File: config.mk
export PLATFORM = sky130hd
export DESIGN_NAME = mem_arbiter
export DESIGN_NICKNAME = d
export VERILOG_FILES = /design/src/rtl/mem_arbiter_pkg.sv /design/src/rtl/rr_pick2.sv /design/src/rtl/mem_arbiter.sv
export SDC_FILE = /design/constraint.sdc
export NUM_CORES = 1
export LEC_CHECK = 0
export CAP_MARGIN = 40
export CORE_AREA = 2 2 124 126
export CTS_BUF_LIST = sky130_fd_sc_hd__clkbuf_4 sky130_fd_sc_hd__clkbuf_8 sky130_fd_sc_hd__clkbuf_16
export CTS_CLUSTER_DIAMETER = 40
export DETAILED_ROUTE_END_ITERATION = 6
export DIE_AREA = 0 0 126 128
export MAX_ROUTING_LAYER = met4
export PLACE_DENSITY_LB_ADDON = 0.08
export REMOVE_ABC_BUFFERS = 1
export SLEW_MARGIN = 20
export SYNTH_ARGS = -nofsm -noshare
export SYNTH_HDL_FRONTEND = slang
export SYNTH_SLANG_ARGS = --single-unit
export TNS_END_PERCENT = 100
File: constraint.sdc
create_clock -name i_clk -period 1.8 [get_ports i_clk]
set_clock_uncertainty 0.1 [all_clocks]
set_input_delay 0.27 -clock i_clk [delete_from_list [all_inputs] [get_ports i_clk]]
set_output_delay 0.27 -clock i_clk [all_outputs]
set_load 0.03 [all_outputs]
File: src/rtl/mem_arbiter_pkg.sv
// Shared definitions for the two-port RAM arbiter used alongside the hart.
package mem_arbiter_pkg;

    localparam int unsigned N_REQ = 2;

    typedef enum logic [1:0] {
        IDLE  = 2'd0,
        LOCK0 = 2'd1,
        LOCK1 = 2'd2
    } arb_state_t;

endpackage

File: src/rtl/rr_pick2.sv
// Two-way round-robin picker: on a tie, the requester not granted last wins.
module rr_pick2
    import mem_arbiter_pkg::*;
(
    input  logic [N_REQ-1:0] i_req,
    input  logic             i_last,
    output logic [N_REQ-1:0] o_gnt
);

    // One-hot pick from the request vector and the last-granted index
    always_comb begin
        o_gnt = '0;
        case (i_req)
            2'b01:   o_gnt = 2'b01;
            2'b10:   o_gnt = 2'b10;
            2'b11:   o_gnt = i_last ? 2'b01 : 2'b10;
            default: o_gnt = 2'b00;
        endcase
    end

endmodule

File: src/rtl/mem_arbiter.sv
// Arbiter sharing one single-port synchronous RAM between the hart data port
// (requester 0) and the loader/debug port (requester 1), with bus locking.
module mem_arbiter
    import mem_arbiter_pkg::*;
#(
    parameter int unsigned ADDR_W = 32,
    parameter int unsigned DATA_W = 32
) (
    input  logic                i_clk,
    input  logic                i_rst,

    input  logic                i_r0_req,
    input  logic                i_r0_lock,
    input  logic [ADDR_W-1:0]   i_r0_addr,
    input  logic                i_r0_wen,
    input  logic [DATA_W-1:0]   i_r0_wdata,
    input  logic [DATA_W/8-1:0] i_r0_mask,
    output logic                o_r0_gnt,
    output logic                o_r0_ack,
    output logic [DATA_W-1:0]   o_r0_rdata,

    input  logic                i_r1_req,
    input  logic                i_r1_lock,
    input  logic [ADDR_W-1:0]   i_r1_addr,
    input  logic                i_r1_wen,
    input  logic [DATA_W-1:0]   i_r1_wdata,
    input  logic [DATA_W/8-1:0] i_r1_mask,
    output logic                o_r1_gnt,
    output logic                o_r1_ack,
    output logic [DATA_W-1:0]   o_r1_rdata,

    output logic                o_mem_en,
    output logic                o_mem_wen,
    output logic [ADDR_W-1:0]   o_mem_addr,
    output logic [DATA_W-1:0]   o_mem_wdata,
    output logic [DATA_W/8-1:0] o_mem_mask,
    input  logic [DATA_W-1:0]   i_mem_rdata
);

    arb_state_t       r_state;
    arb_state_t       w_state_nxt;
    logic             r_last;
    logic             r_ack0;
    logic             r_ack1;
    logic             r_rd0;
    logic             r_rd1;
    logic [N_REQ-1:0] w_req;
    logic [N_REQ-1:0] w_pick;
    logic [N_REQ-1:0] w_gnt;

    assign w_req = {i_r1_req, i_r0_req};

    rr_pick2 u_pick (
        .i_req  (w_req),
        .i_last (r_last),
        .o_gnt  (w_pick)
    );

    // FSM state register
    always_ff @(posedge i_clk or posedge i_rst) begin
        if (i_rst) begin
            r_state <= IDLE;
        end else begin
            r_state <= w_state_nxt;
        end
    end

    // Next state: a locked grant enters/keeps LOCKn; dropping lock releases
    always_comb begin
        w_state_nxt = r_state;
        case (r_state)
            IDLE: begin
                if (w_gnt[0] && i_r0_lock) begin
                    w_state_nxt = LOCK0;
                end else if (w_gnt[1] && i_r1_lock) begin
                    w_state_nxt = LOCK1;
                end
            end
            LOCK0:   if (!i_r0_lock) w_state_nxt = IDLE;
            LOCK1:   if (!i_r1_lock) w_state_nxt = IDLE;
            default: w_state_nxt = IDLE;
        endcase
    end

    // Grant outputs: picker in IDLE, owner only while locked, none in reset
    always_comb begin
        w_gnt = '0;
        if (!i_rst) begin
            case (r_state)
                IDLE:    w_gnt = w_pick;
                LOCK0:   w_gnt = {1'b0, i_r0_req};
                LOCK1:   w_gnt = {i_r1_req, 1'b0};
                default: w_gnt = '0;
            endcase
        end
    end

    assign o_r0_gnt = w_gnt[0];
    assign o_r1_gnt = w_gnt[1];

    // Round-robin pointer tracks the most recent grant; reset favours r0
    always_ff @(posedge i_clk or posedge i_rst) begin
        if (i_rst) begin
            r_last <= 1'b1;
        end else if (w_gnt[0]) begin
            r_last <= 1'b0;
        end else if (w_gnt[1]) begin
            r_last <= 1'b1;
        end
    end

    // Pending-ack pipeline: one ack per accepted access, one cycle later
    always_ff @(posedge i_clk or posedge i_rst) begin
        if (i_rst) begin
            r_ack0 <= 1'b0;
            r_ack1 <= 1'b0;
            r_rd0  <= 1'b0;
            r_rd1  <= 1'b0;
        end else begin
            r_ack0 <= w_gnt[0];
            r_ack1 <= w_gnt[1];
            r_rd0  <= w_gnt[0] & ~i_r0_wen;
            r_rd1  <= w_gnt[1] & ~i_r1_wen;
        end
    end

    assign o_r0_ack   = r_ack0;
    assign o_r1_ack   = r_ack1;
    assign o_r0_rdata = (r_ack0 && r_rd0) ? i_mem_rdata : '0;
    assign o_r1_rdata = (r_ack1 && r_rd1) ? i_mem_rdata : '0;

    // RAM port mux: route the granted requester, quiet bus otherwise
    always_comb begin
        o_mem_en    = |w_gnt;
        o_mem_wen   = 1'b0;
        o_mem_addr  = '0;
        o_mem_wdata = '0;
        o_mem_mask  = '0;
        if (w_gnt[0]) begin
            o_mem_wen   = i_r0_wen;
            o_mem_addr  = i_r0_addr;
            o_mem_wdata = i_r0_wdata;
            o_mem_mask  = i_r0_mask;
        end else if (w_gnt[1]) begin
            o_mem_wen   = i_r1_wen;
            o_mem_addr  = i_r1_addr;
            o_mem_wdata = i_r1_wdata;
            o_mem_mask  = i_r1_mask;
        end
    end

endmodule
==> results.md <==
* Clock Tree Buf Depth at 2
* CTS Buf Count at 3
* Hold Crit Class: in2async
* CP startpoint kind: flop
* Area delta synth->final at 263%
* Critical R2R Capture: r_state[0]
* Synth Area in Adders at 0%
* CTS Hold Bufs at 0
* Cell Count, Final, Fillers Out at a little over 700
* Final setup viols at between 70 and 80
* Placed Cells at around 680
* Worst path max stage delay at 0.37 ns
* CTS tree: done
* Worst-Skew Late Latency at ~0.23 ns
* Final net count at just under 700
* Unrepaired setup endpoints after global routing: yes
* Worst r2r src: r_state[0]
* Placed Area at 4780 um^2
* Share of power burned in registers at roughly 7.9%
* Critical path data required time at 1.43 ns
* Yosys cell types at 19
* Final std cell area, no fill at 5520 um^2
* Critical path's slowest cell: dfrtp_1
* Max cap viols at 0
* Clock Power Share at 16.5%
* Final Hold Fails at 0
* Buffers added on ports at between 300 and 400
* Reg2reg path depth at 5
* Max IR drop VDD at around 250 uV
* Largest net degree at the start of global routing at 34
* DR DRC count at 0
* Io pins at 314
* Post-synthesis compound-gate area fraction at around 44%
* Clock sink total at 7
* Reg2reg setup slack at approximately 0.25 ns
* Congestion Overflow GR at 0
* Synth Area in XOR/XNOR at 0%
* Switching share of power at between 30% and 40%
* Max-Slew Margin vs Limit at between 70% and 80%
* DIE AREA at around 16000 um^2
* Failing checks: setup timing
* Worst path cell trace: nand2b_4 > a211oi_4 > buf_12 > buf_8 > clkbuf_16 > a22o_1 > buf_6
* Post-Syn Area at approximately 1500 um^2
* Avg Cell Area, Syn at 8.25 um^2
* GRT Util Overall at 13.6%
* Max Fanout on Critical Path at 7
* Synth area leader: a22o_1
* First-pass GRT wire length at between 15000 and 20000 um
* Pre-antenna DRT Iters at 4
* Share of post-route cells with drive strength above 1 at a little under two fifths
* Multi-input gate area at about 1200 um^2
* Cells after Synth at ~180
* Critical path capture point type: output port
* Register area at approximately 180 um^2
* Combinational power share at about 76%
* Initial antenna violation count at 1
* GPL Wtd Cong at ~0.77
* Crit Path Class: reg2out
* Synth top area share at 39.2%
* Largest family of logic cells by synthesized area: compound AO/OA/AOI/OAI gates
* F_max at between 400 and 500 MHz
* Synth Area in Simple Gates at 29.2%
* Final period utilization at 118%
* Final Max Tran Viols at 0
* PD cells at approximately 430 nW/um^2
* Routed vias/inst at ~4.2
* Worst-Margin Slew at roughly 0.42 ns
* Die width at around 130 um
* Mux cell area share after synthesis at 0%
* Initial Utilization at around a tenth
* Final WL at 11900 um
* Synth Register Bits at 7
* Root Buffer: clkbuf_16
* Routed length per placed instance at around 17 um
* Vias in the first global route at between 2000 and 3000
* Top cells by area, synth: a22o_1 (39%), and3_1 (26%), buf_6 (10%)
* Synth warnings at 0
* Hpwl dp at roughly 9800 um
* Layout fillers at about 1500
* Clock slew at reported path FFs at around 0.040 ns
* Post-layout worst setup margin at -0.319 ns
* Post-synthesis sequential area ratio at ~12%
* Status: finished, violations left
* Core Box Area at 14900 um^2
* Psw at approximately 0.87 mW
* H-tree levels at 1
* Die Y at between 100 and 150 um
* Critical path arrival at between 1.5 and 2 ns
* P_int at between 1.5 and 2 mW
* Minimum clock period at between 2 and 2.5 ns
* Via count at around 3000
* Post-DRT Antenna Nets at 0
* Leakage at about 2.7 nW
* Number of placement rows at between 40 and 50
* Starting DRT DRC Count at 78
## power groups by stage
stage	sequential (mW)	combinational [mW]	clock [mW]
after floorplan	0.218	0.572	0
after global placement	0.189	1.53	0
after detailed placement	0.190	1.53	0
after CTS	0.186	1.79	0.403
after global routing	0.189	1.88	0.416
final	0.187	1.79	0.391
## worst max-delay path: cells and delay by family (launching register included)
| kind | cells | cell delay (ns) |
|---|---|---|
| AND/OR/NAND/NOR | 1 | 0.16 |
| flip-flops | 1 | 0.37 |
| buffers and inverters | 4 | 0.56 |
| AO/OA/AOI/OAI | 2 | 0.41 |
## routing by layer
layer,global-route usage (%),wire (um)
met1,14.3,4080
met2,24.5,6280
met3,5.55,1420
met4,1.68,134
met5,-,0
## kinds of logic (layout without fill, tap and decap cells)
family,count (synthesis),after routing
AND/OR/NAND/NOR,70,70
other,0,1
flip-flops,7,7
buffers and inverters,31,362
AO/OA/AOI/OAI,76,76
## sequential cells by signal (all words and copies together), names as in the netlist
name / count
r_state: 2
o_r0_ack: 1
o_r1_ack: 1
r_last: 1
r_rd0: 1
r_rd1: 1
## cell usage in the layout, fill, tap and decap left out, types with 2 or more instances in the layout
master and n:
clkdlybuf4s50_1 172, buf_4 81, and3_1 64, buf_6 60, a22o_1 59, buf_12 28
a22o_4 9, clkbuf_16 6, dfrtp_1 6, buf_8 5, inv_1 4, dlygate4sd2_1 3
nor2_1 2, o211a_1 2, buf_16 2
## cells in the mapped netlist (all sizes together)
library cell  instances
a22o                 68
and3                 64
buf                  15
clkbuf               12
dfrtp                 6
inv                   4
o211a                 3
nor2                  2
nor2b                 2
a2111oi               1
a211oi                1
a21o                  1
a21oi                 1
a31oi                 1
and2                  1
dfstp                 1
nand2b                1
## worst max-delay path by stage
stage                    start         endpoint  slack [ns]  cells after the start
floorplan           r_state[0]    o_mem_addr[0]       -1.20                      3
global placement      i_r0_req    o_mem_addr[4]       -0.47                      6
detailed placement    i_r0_req    o_mem_addr[4]       -0.49                      6
CTS                 r_state[0]   o_mem_wdata[0]       -0.34                      8
global route        r_state[0]  o_mem_wdata[18]       -0.39                      7
finish              r_state[0]  o_mem_wdata[18]       -0.32                      7
## per-stage QoR
stage | hold slack (ns) | worst slack, ns | power, mW | TNS (ns) | util [%]
detailed placement | 0.477 | -0.488 | 1.72 | -30.48 | 32.1
floorplan | -0.0110 | -1.20 | 0.789 | -87.84 | -
CTS | 0.182 | -0.342 | 2.38 | -20.38 | 36.6
global placement | 0.473 | -0.474 | 1.72 | -28.89 | 32.1
global route | 0.220 | -0.392 | 2.49 | -24.12 | 37.1
finish | 0.179 | -0.319 | 2.37 | -19.16 | 37.1
## what timing repair did
action,CTS,global route
buffers inserted,12,4
resized for setup,84,11
setup endpoints to repair,71,71
gates cloned,4,3
pin swaps,9,27
## layout make-up
class	count	area share (%)
antenna	1	0.0454
tap	188	4.26
clock buffer	4	1.50
multi-input combinational	146	21.9
timing repair buffer	354	68.8
inverter	4	0.272
sequential	7	3.20
Note: power is estimated with default switching activity, not from simulation.
